<file path="src/rtl/msb_scan_ctrl.sv">
// ---------------------------------------------------------------------------
// msb_scan_ctrl
//
// Multi-cycle leading-one scanner. When start is accepted in IDLE, the input
// vector is captured into a shadow register. The scanner then examines one
// bit per clock, starting at the MSB and moving towards the LSB. It reports
// whether any bit was set and, if so, the index of the highest set bit.
// The result is registered, is valid in the single done cycle, and holds
// until the next accepted start.
//
// Build option (macro MSB_SCAN_POPCOUNT_EN):
//   undefined : the scan ends at the first hit; count is tied to 0 and no
//               accumulator exists.
//   defined   : the scan always covers all WIDTH bits; count holds the
//               number of set bits; index still records the highest hit.
//
// Parameters:
//   WIDTH  scanned vector width, legal range 2..64
//   IDX_W  derived index width, $clog2(WIDTH); cannot be overridden
//
// Ports:
//   clk    in   1        rising-edge clock
//   rst_n  in   1        asynchronous active-low reset
//   start  in   1        scan request, sampled only in IDLE
//   vec    in   WIDTH    vector to scan, captured on the accepted start
//   abort  in   1        cancels a scan in progress (SCAN state only)
//   busy   out  1        high whenever the FSM is not in IDLE
//   done   out  1        one-cycle pulse, result valid
//   found  out  1        at least one bit of the captured vector was set
//   index  out  IDX_W    index of the highest set bit, 0 when found=0
//   count  out  IDX_W+1  population count (0 unless the macro is defined)
// ---------------------------------------------------------------------------
module msb_scan_ctrl #(
    parameter  int unsigned WIDTH = 8,
    localparam int unsigned IDX_W = $clog2(WIDTH)
) (
    input  logic             clk,
    input  logic             rst_n,
    input  logic             start,
    input  logic [WIDTH-1:0] vec,
    input  logic             abort,
    output logic             busy,
    output logic             done,
    output logic             found,
    output logic [IDX_W-1:0] index,
    output logic [IDX_W:0]   count
);

    typedef enum logic [1:0] {
        S_IDLE = 2'd0,
        S_SCAN = 2'd1,
        S_DONE = 2'd2
    } state_e;

    localparam logic [IDX_W-1:0] PTR_MAX = IDX_W'(WIDTH - 1);

    state_e           state_q, state_d;
    logic [WIDTH-1:0] shadow_q, shadow_d;
    logic [IDX_W-1:0] ptr_q, ptr_d;
    logic             found_q, found_d;
    logic [IDX_W-1:0] index_q, index_d;

`ifdef MSB_SCAN_POPCOUNT_EN
    localparam logic [IDX_W:0] CNT_MAX = (IDX_W + 1)'(WIDTH);
    logic [IDX_W:0]   count_q, count_d;
`endif

    logic bit_hit;    // bit currently under the pointer is set
    logic ptr_zero;   // pointer is at the LSB
    logic scan_last;  // this SCAN cycle is the final one

    assign bit_hit  = shadow_q[ptr_q];
    assign ptr_zero = (ptr_q == '0);

`ifdef MSB_SCAN_POPCOUNT_EN
    // Full sweep: only reaching the LSB ends the scan.
    assign scan_last = ptr_zero;
`else
    // Early exit: the first hit ends the scan. A hit always happens while
    // found is still 0, because nothing before it was set.
    assign scan_last = bit_hit || ptr_zero;
`endif

    // -----------------------------------------------------------------------
    // State register
    // -----------------------------------------------------------------------
    always_ff @(posedge clk or negedge rst_n) begin
        if (!rst_n) begin
            state_q <= S_IDLE;
        end else begin
            state_q <= state_d;
        end
    end

    // -----------------------------------------------------------------------
    // Next-state logic
    // -----------------------------------------------------------------------
    always_comb begin
        state_d = state_q;
        unique case (state_q)
            S_IDLE: begin
                if (start) begin
                    state_d = S_SCAN;
                end
            end
            S_SCAN: begin
                // abort takes priority over a hit in the same cycle
                if (abort) begin
                    state_d = S_IDLE;
                end else if (scan_last) begin
                    state_d = S_DONE;
                end
            end
            S_DONE: begin
                state_d = S_IDLE;
            end
            default: begin
                state_d = S_IDLE;
            end
        endcase
    end

    // -----------------------------------------------------------------------
    // Datapath registers
    // -----------------------------------------------------------------------
    always_ff @(posedge clk or negedge rst_n) begin
        if (!rst_n) begin
            shadow_q <= '0;
            ptr_q    <= '0;
            found_q  <= 1'b0;
            index_q  <= '0;
`ifdef MSB_SCAN_POPCOUNT_EN
            count_q  <= '0;
`endif
        end else begin
            shadow_q <= shadow_d;
            ptr_q    <= ptr_d;
            found_q  <= found_d;
            index_q  <= index_d;
`ifdef MSB_SCAN_POPCOUNT_EN
            count_q  <= count_d;
`endif
        end
    end

    // -----------------------------------------------------------------------
    // Datapath next-value logic
    // -----------------------------------------------------------------------
    always_comb begin
        shadow_d = shadow_q;
        ptr_d    = ptr_q;
        found_d  = found_q;
        index_d  = index_q;
`ifdef MSB_SCAN_POPCOUNT_EN
        count_d  = count_q;
`endif
        unique case (state_q)
            S_IDLE: begin
                if (start) begin
                    shadow_d = vec;
                    ptr_d    = PTR_MAX;
                    found_d  = 1'b0;
                    index_d  = '0;
`ifdef MSB_SCAN_POPCOUNT_EN
                    count_d  = '0;
`endif
                end
            end
            S_SCAN: begin
                if (abort) begin
                    found_d = 1'b0;
                    index_d = '0;
`ifdef MSB_SCAN_POPCOUNT_EN
                    count_d = '0;
`endif
                end else begin
                    // Only the first hit is recorded, which is the highest
                    // set bit because the walk runs MSB to LSB.
                    if (bit_hit && !found_q) begin
                        found_d = 1'b1;
                        index_d = ptr_q;
                    end
`ifdef MSB_SCAN_POPCOUNT_EN
                    if (bit_hit && (count_q != CNT_MAX)) begin
                        count_d = count_q + (IDX_W + 1)'(1);
                    end
`endif
                    // The pointer stays put on the final cycle, so it never
                    // wraps below zero.
                    if (!scan_last) begin
                        ptr_d = ptr_q - IDX_W'(1);
                    end
                end
            end
            S_DONE: begin
                // The results hold until the next accepted start.
            end
            default: begin
            end
        endcase
    end

    // -----------------------------------------------------------------------
    // Output logic
    // -----------------------------------------------------------------------
    always_comb begin
        busy  = (state_q != S_IDLE);
        done  = (state_q == S_DONE);
        found = found_q;
        index = index_q;
`ifdef MSB_SCAN_POPCOUNT_EN
        count = count_q;
`else
        count = '0;
`endif
    end

endmodule

</file>
<file path="config.mk">
export PLATFORM = sky130hd
export DESIGN_NAME = msb_scan_ctrl
export DESIGN_NICKNAME = d
export VERILOG_FILES = /design/src/rtl/msb_scan_ctrl.sv
export SDC_FILE = /design/constraint.sdc
export NUM_CORES = 1
export LEC_CHECK = 0
export ABC_AREA = 1
export ABC_CLOCK_PERIOD_IN_PS = 2250
export BUFFER_PORTS_ARGS = -buffer_cell sky130_fd_sc_hd__buf_4
export CORE_MARGIN = 5
export CORE_UTILIZATION = 50
export CTS_BUF_LIST = sky130_fd_sc_hd__clkbuf_2 sky130_fd_sc_hd__clkbuf_4 sky130_fd_sc_hd__clkbuf_8
export DETAILED_ROUTE_END_ITERATION = 10
export PLACE_DENSITY = 0.75
export SETUP_SLACK_MARGIN = 0.02
export SLEW_MARGIN = 10
export SYNTH_ARGS = -nofsm -noshare
export SYNTH_HDL_FRONTEND = slang
export SYNTH_SLANG_ARGS = --single-unit
</file>
<file path="constraint.sdc">
create_clock -name clk -period 2.25 [get_ports clk]
set_clock_uncertainty 0.2 [all_clocks]
set_input_delay 0.675 -clock clk [delete_from_list [all_inputs] [get_ports clk]]
set_output_delay 0.675 -clock clk [all_outputs]
set_load 0.02 [all_outputs]
</file>
==> Word level (Yosys, flattened, before mapping) <==
Index checks and enable logic that the tools add are counted.
W data, S select, Z words.
{ "totals": {"output_inout_bits": 10, "in_bits": 12, "ff_bits": 17} }
{ "op_classes": {"n_reduce_logical": 11, "mux": 18, "eq_ne": 7, "n_addsub": 1, "n_lt_le_gt_ge": 1} }
{ "op_table": {"columns": ["cell", "n"], "rows": [
  ["$mux W3", 6],
  ["$pmux W3 S2", 2],
  ["$mux W2", 3],
  ["$ne A2 B2 Y1 const B", 3],
  ["$ne A3 B3 Y1 const B", 2],
  ["$lt A3 B4 Y1 const B", 1],
  ["$mux W1", 4],
  ["$pmux W2 S2", 1],
  ["$reduce_and A2 Y1", 2],
  ["$reduce_and A4 Y1", 1],
  ["$reduce_bool A2 Y1", 2],
  ["$bmux W1 S3", 1],
  ["$logic_not A3 Y1", 1],
  ["$reduce_and A3 Y1", 1],
  ["$sub A3 B1 Y3 const B", 1],
  ["$eq A2 B1 Y1 const B", 1],
  ["$eq A2 B2 Y1 const B", 1],
  ["$logic_not A2 Y1", 1],
  ["$pmux W1 S2", 1],
  ["$logic_and A1 B1 Y1", 1],
  ["$logic_not A1 Y1", 1],
  ["$logic_or A1 B1 Y1", 1]
]} }

==> Longest topological paths before layout <==
{ "depth": {"word_depth": 6, "depth_mapped": 10, "depth_no_buf": 10} }

==> Least setup slack after synthesis <==
OpenSTA, ideal clock, no wires.
{ "synth_path": {"path_type": "input-to-reg", "startpoint": "in start", "endpoint": "reg shadow_q[6]", "cell_stages": 3, "required_time_ns": 1.925, "arrival_ns": 1.268, "slack_ns": 0.657, "path_buffers": 1, "path_cell_list": "nand2_1 > buf_6 > mux2_2"} }
{ "synth_between": {"elab_chain_cells": 1} }
{ "synth_lines": {"columns": ["item", "line_no", "text"], "rows": [
  ["start: declaration", "39", "input logic start,"],
  ["$reduce_and A2 Y1 (no line)", null, null],
  ["end signal: assignment", "136", "shadow_q <= shadow_d;"],
  ["end: declaration", "58", "logic [WIDTH-1:0] shadow_q, shadow_d;"]
]} }
Every way passes these cells.
A chain may end at the register's enable or synchronous reset.

==> Final worst setup path <==
{ "layout_path": {"startpoint": "reg state_q[1]", "endpoint": "out busy"} }
{ "layout_between": {"elab_chain_cells": 1} }
{ "layout_lines": {"columns": ["item", "line_no", "text"], "rows": [
  ["start: declaration", "57", "state_e state_q, state_d;"],
  ["start signal: assignment", "91", "state_q <= state_d;"],
  ["$reduce_bool A2 Y1", "207", "busy = (state_q != S_IDLE);"],
  ["end: declaration", "42", "output logic busy,"]
]} }
Every way passes these cells.

==> flow_results.org <==
** Status
- The flow ran to the end, and the final reports show no timing, DRC or antenna violations.

** Synth
- The synthesized netlist devotes 3.07% of its cell area to compound gates.
- The share of synthesized area in the top cell type comes to 45.4%.
- Top post-synthesis cells by area :: sky130_fd_sc_hd__dfrtp_1, sky130_fd_sc_hd__nand2_1, sky130_fd_sc_hd__nand3_1, sky130_fd_sc_hd__inv_1, sky130_fd_sc_hd__mux2_2
- The mapped netlist covers 937 um^2.
- Number of cells produced by synthesis :: 112
- Largest family of logic cells by synthesized area :: simple AND/OR/NAND/NOR gates
- Fraction of the yosys area taken by sequential cells :: 45.4%
- After synthesis, the mean cell area works out to between 8 and 9 um^2.
- After Yosys synthesis, XOR and XNOR cells account for 0.935% of the synthesized area.
- The synthesized design contains 0 enable-type register cells.
- Post-synthesis share of cell area spent on full adders, half adders and majority gates :: between 2 and 3%
- The commonest cells after synthesis are sky130_fd_sc_hd__nand2_1, sky130_fd_sc_hd__dfrtp_1, sky130_fd_sc_hd__inv_1, sky130_fd_sc_hd__nand3_1, sky130_fd_sc_hd__nor2_1.
- Multiplexer fraction of the synthesized cell area :: 4.81%
- Distinct cell type count after synthesis :: 21
- YS warnings :: 0
- For this run, asynchronously set or reset flops after synthesis account for 100%.
- The largest total area in the synthesized netlist belongs to sky130_fd_sc_hd__dfrtp_1.
- In the post-synthesis netlist, the cell with the most instances is sky130_fd_sc_hd__nand2_1.
- Of the total synthesized cell area, the portion taken by AND, OR, NAND and NOR gates is 32.3%.
- After synthesis the netlist holds a flip-flop and latch count of 17.
- Flip-flop cell with the highest count after synthesis :: sky130_fd_sc_hd__dfrtp_1

** STA
- After layout, the worst path uses 87.0% of the clock period.
- The final-report max-slew violation count is 0.
- The final hold violation count is 0.
- Summed negative setup slack over all endpoints :: 0 ns
- Maximum achievable frequency :: 0.511 GHz
- Setup repair after global routing left no endpoint under its margin.
- Final critical-path required period :: between 1.5 and 2 ns
- Setup violations remaining at the end of the flow were counted as 0.
- Worst slack on hold paths :: 0.0262 ns

** Clock tree
- Post-cts repair resize count :: 0
- Worst skew pair latency :: 0.29 ns
- TritonCTS clock tree :: yes
- Quantity of hold-fixing buffers added after cts :: 0
- Clock slew at reported path FFs :: 0.09 ns
- Clock tree synthesis inserted a total of 3 buffers.
- The clock drives 17 sinks.
- The clock passes through at most 2 buffers.
- In this run the number of H-tree levels came out at 1.
- Number of buffers inserted to repair setup after CTS :: 0
- Clock Root Buffer :: sky130_fd_sc_hd__clkbuf_4

** Critical path
- Critical setup path kind :: flip-flop to primary output
- Worst endpoint required time :: 1.37 ns
- STA puts the critical path data arrival time at 1.08 ns.
- Along the worst path, the maximum fanout reaches 4.
- STA classifies the critical path startpoint as a flip-flop.
- The worst setup path is captured at a primary output.

** GRT
- Vias in the first global route :: a little under 700
- Global routing finished with a remaining overflow of 0.
- Global-route wire length before repair :: 2.87 mm
- Across every metal layer, demand over resource in global routing totals 14.5%.
- Initial antenna violation count :: 0
- Entering global routing, the biggest net connects 18 pins.

** Power
- Total Power Consumption :: ~0.0015 W
- In this run switching power makes up 45.1% of total power.
- Leakage :: 0.612 nW
- Clk network pwr share :: between 10% and 20%
- Comb power frac :: between 50% and 60%
- Max rail drop VDD :: 0.633 mV
- Summed over all nets, the switching power comes to 0.000691 W.
- In this run, flip-flops and latches consume between 30% and 40% of the power.
- Power spread over the standard cell area amounts to around 1400 nW/um^2.
- Cell internal power was estimated by the tool at ~0.00084 W.

** Final layout
- Relative to the synthesized area, the layout overhead comes to 17.0%.
- Final #Nets :: 146
- Cells with a size suffix above 1 make up 27.5% of the layout.
- Sequential cell area :: 425 um^2
- Summing all multi-input logic gate instances after layout gives between 400 and 500 um^2.
- Filler cell count :: 173
- The repair_antennas step left the layout with diodes totalling 0.
- Post-layout util :: 62.8%

** Routing
- DRT antenna net count :: 0
- For this run, design rule violations remaining after detail routing come to 0.
- Iteration count of the initial detailed-routing pass :: 4
- After detailed routing, the total wire length is about 1.7 mm.
- Total via count in the routed design :: 727
- Per-cell routed wire length :: about 11 um
- After detailed routing, the number of vias per cell comes to 4.66.
- Initial DRC count :: 15

** Floorplan
- The floorplan step set the die height to 53.3 um.
- The region available for standard cell placement spans approximately 1700 um^2.
- X dimension of the die :: 53.3 um
- Row Count :: 15
- In this run the count of I/O pins placed on the die edge is 22.
- Full die area :: 2840 um^2
- For this configuration, the core starts out at a cell density of 53.7%.

** Placed design
- At the end of routability-driven placement, the weighted congestion stood at 0.840.
- Detailed placement finished with a half-perimeter wire length of roughly 1.3 mm.
- PortBufs :: 17

** Worst hold path
- The path class of the tightest hold or removal check is primary input to async pin.

** Job
- Max cap viols :: 0
[final cells by class]
class / count / area share [%]
timing repair buffer: 17 / 11.6
sequential: 17 / 38.8
inverter: 15 / 5.14
tap: 25 / 2.85
clock buffer: 4 / 2.74
multi-input combinational: 78 / 38.8
[placed cells by master, fill, tap and decap left out, types with 4 or more instances in the layout]
cell / count
sky130_fd_sc_hd__nand2_1: 31
sky130_fd_sc_hd__conb_1: 4
sky130_fd_sc_hd__buf_4: 17
sky130_fd_sc_hd__clkbuf_4: 4
sky130_fd_sc_hd__mux2_2: 4
sky130_fd_sc_hd__nor2_1: 8
sky130_fd_sc_hd__inv_1: 12
sky130_fd_sc_hd__a21oi_1: 4
sky130_fd_sc_hd__dfrtp_1: 17
sky130_fd_sc_hd__nand3_1: 12
[cells by family after synthesis]
group / Yosys count
AOI/OAI and AO/OA: 5
xor gates and xnor gates: 1
adders and majority gates: 2
buffers and inverters: 20
DFF: 17
muxes: 4
other: 1
and+or+nand+nor: 62
[path summary, 6_finish.rpt]
path                       startpoint  slack, ns  cells past startpoint     endpoint
max                        state_q[1]       0.29                      3         busy
min                             rst_n       0.03                      1  shadow_q[7]
max reg2reg                state_q[1]       0.66                      6     ptr_q[2]
min reg2reg                  index[0]       0.28                      2     index[0]
max in group asynchronous       rst_n       1.64                      1  shadow_q[4]
min in group clk             index[0]       0.28                      2     index[0]
[registers in the layout (all words and copies together), names as in the netlist]
signal / cells
found: 1
index: 3
ptr_q: 3
shadow_q: 8
state_q: 2
[power by group through the flow]
stage	logic [W]	clock network, W	registers [W]
global placement	0.000795	0	0.000550
finish	0.000808	0.000175	0.000549
CTS	0.000817	0.000186	0.000551
floorplan	0.000606	0	0.000569
global route	0.000912	0.000204	0.000569
detailed placement	0.000813	0	0.000558
[critical path, cell delays in order, from the launching register on]
cell and delay, ns:
sky130_fd_sc_hd__dfrtp_1 0.42, sky130_fd_sc_hd__nor2_1 0.15, sky130_fd_sc_hd__inv_1 0.07, sky130_fd_sc_hd__buf_4 0.15
[per-layer routing]
metal | share of wire, % | wire length [um] | GRT usage, % | up-vias
met3 | 4.6 | 77 | 3.38 | 4
met1 | 46 | 778 | 17.5 | 323
met4 | 1.5 | 26 | 8.94 | 0
li1 | - | - | - | 388
met5 | 0 | 0 | 0 | -
met2 | 48 | 801 | 22.9 | 12
[stage by stage]
step | setup WS (ns) | cell area (um^2) | instances
2_1_floorplan | 0.657 | 948 | 115
3_3_place_gp | 0.430 | 1070 | 152
3_5_place_dp | 0.392 | 1070 | 152
4_1_cts | 0.279 | 1100 | 156
5_1_grt | 0.149 | 1100 | 156
6_report | 0.293 | 1100 | 156
Note: power is estimated with default switching activity, not from simulation.
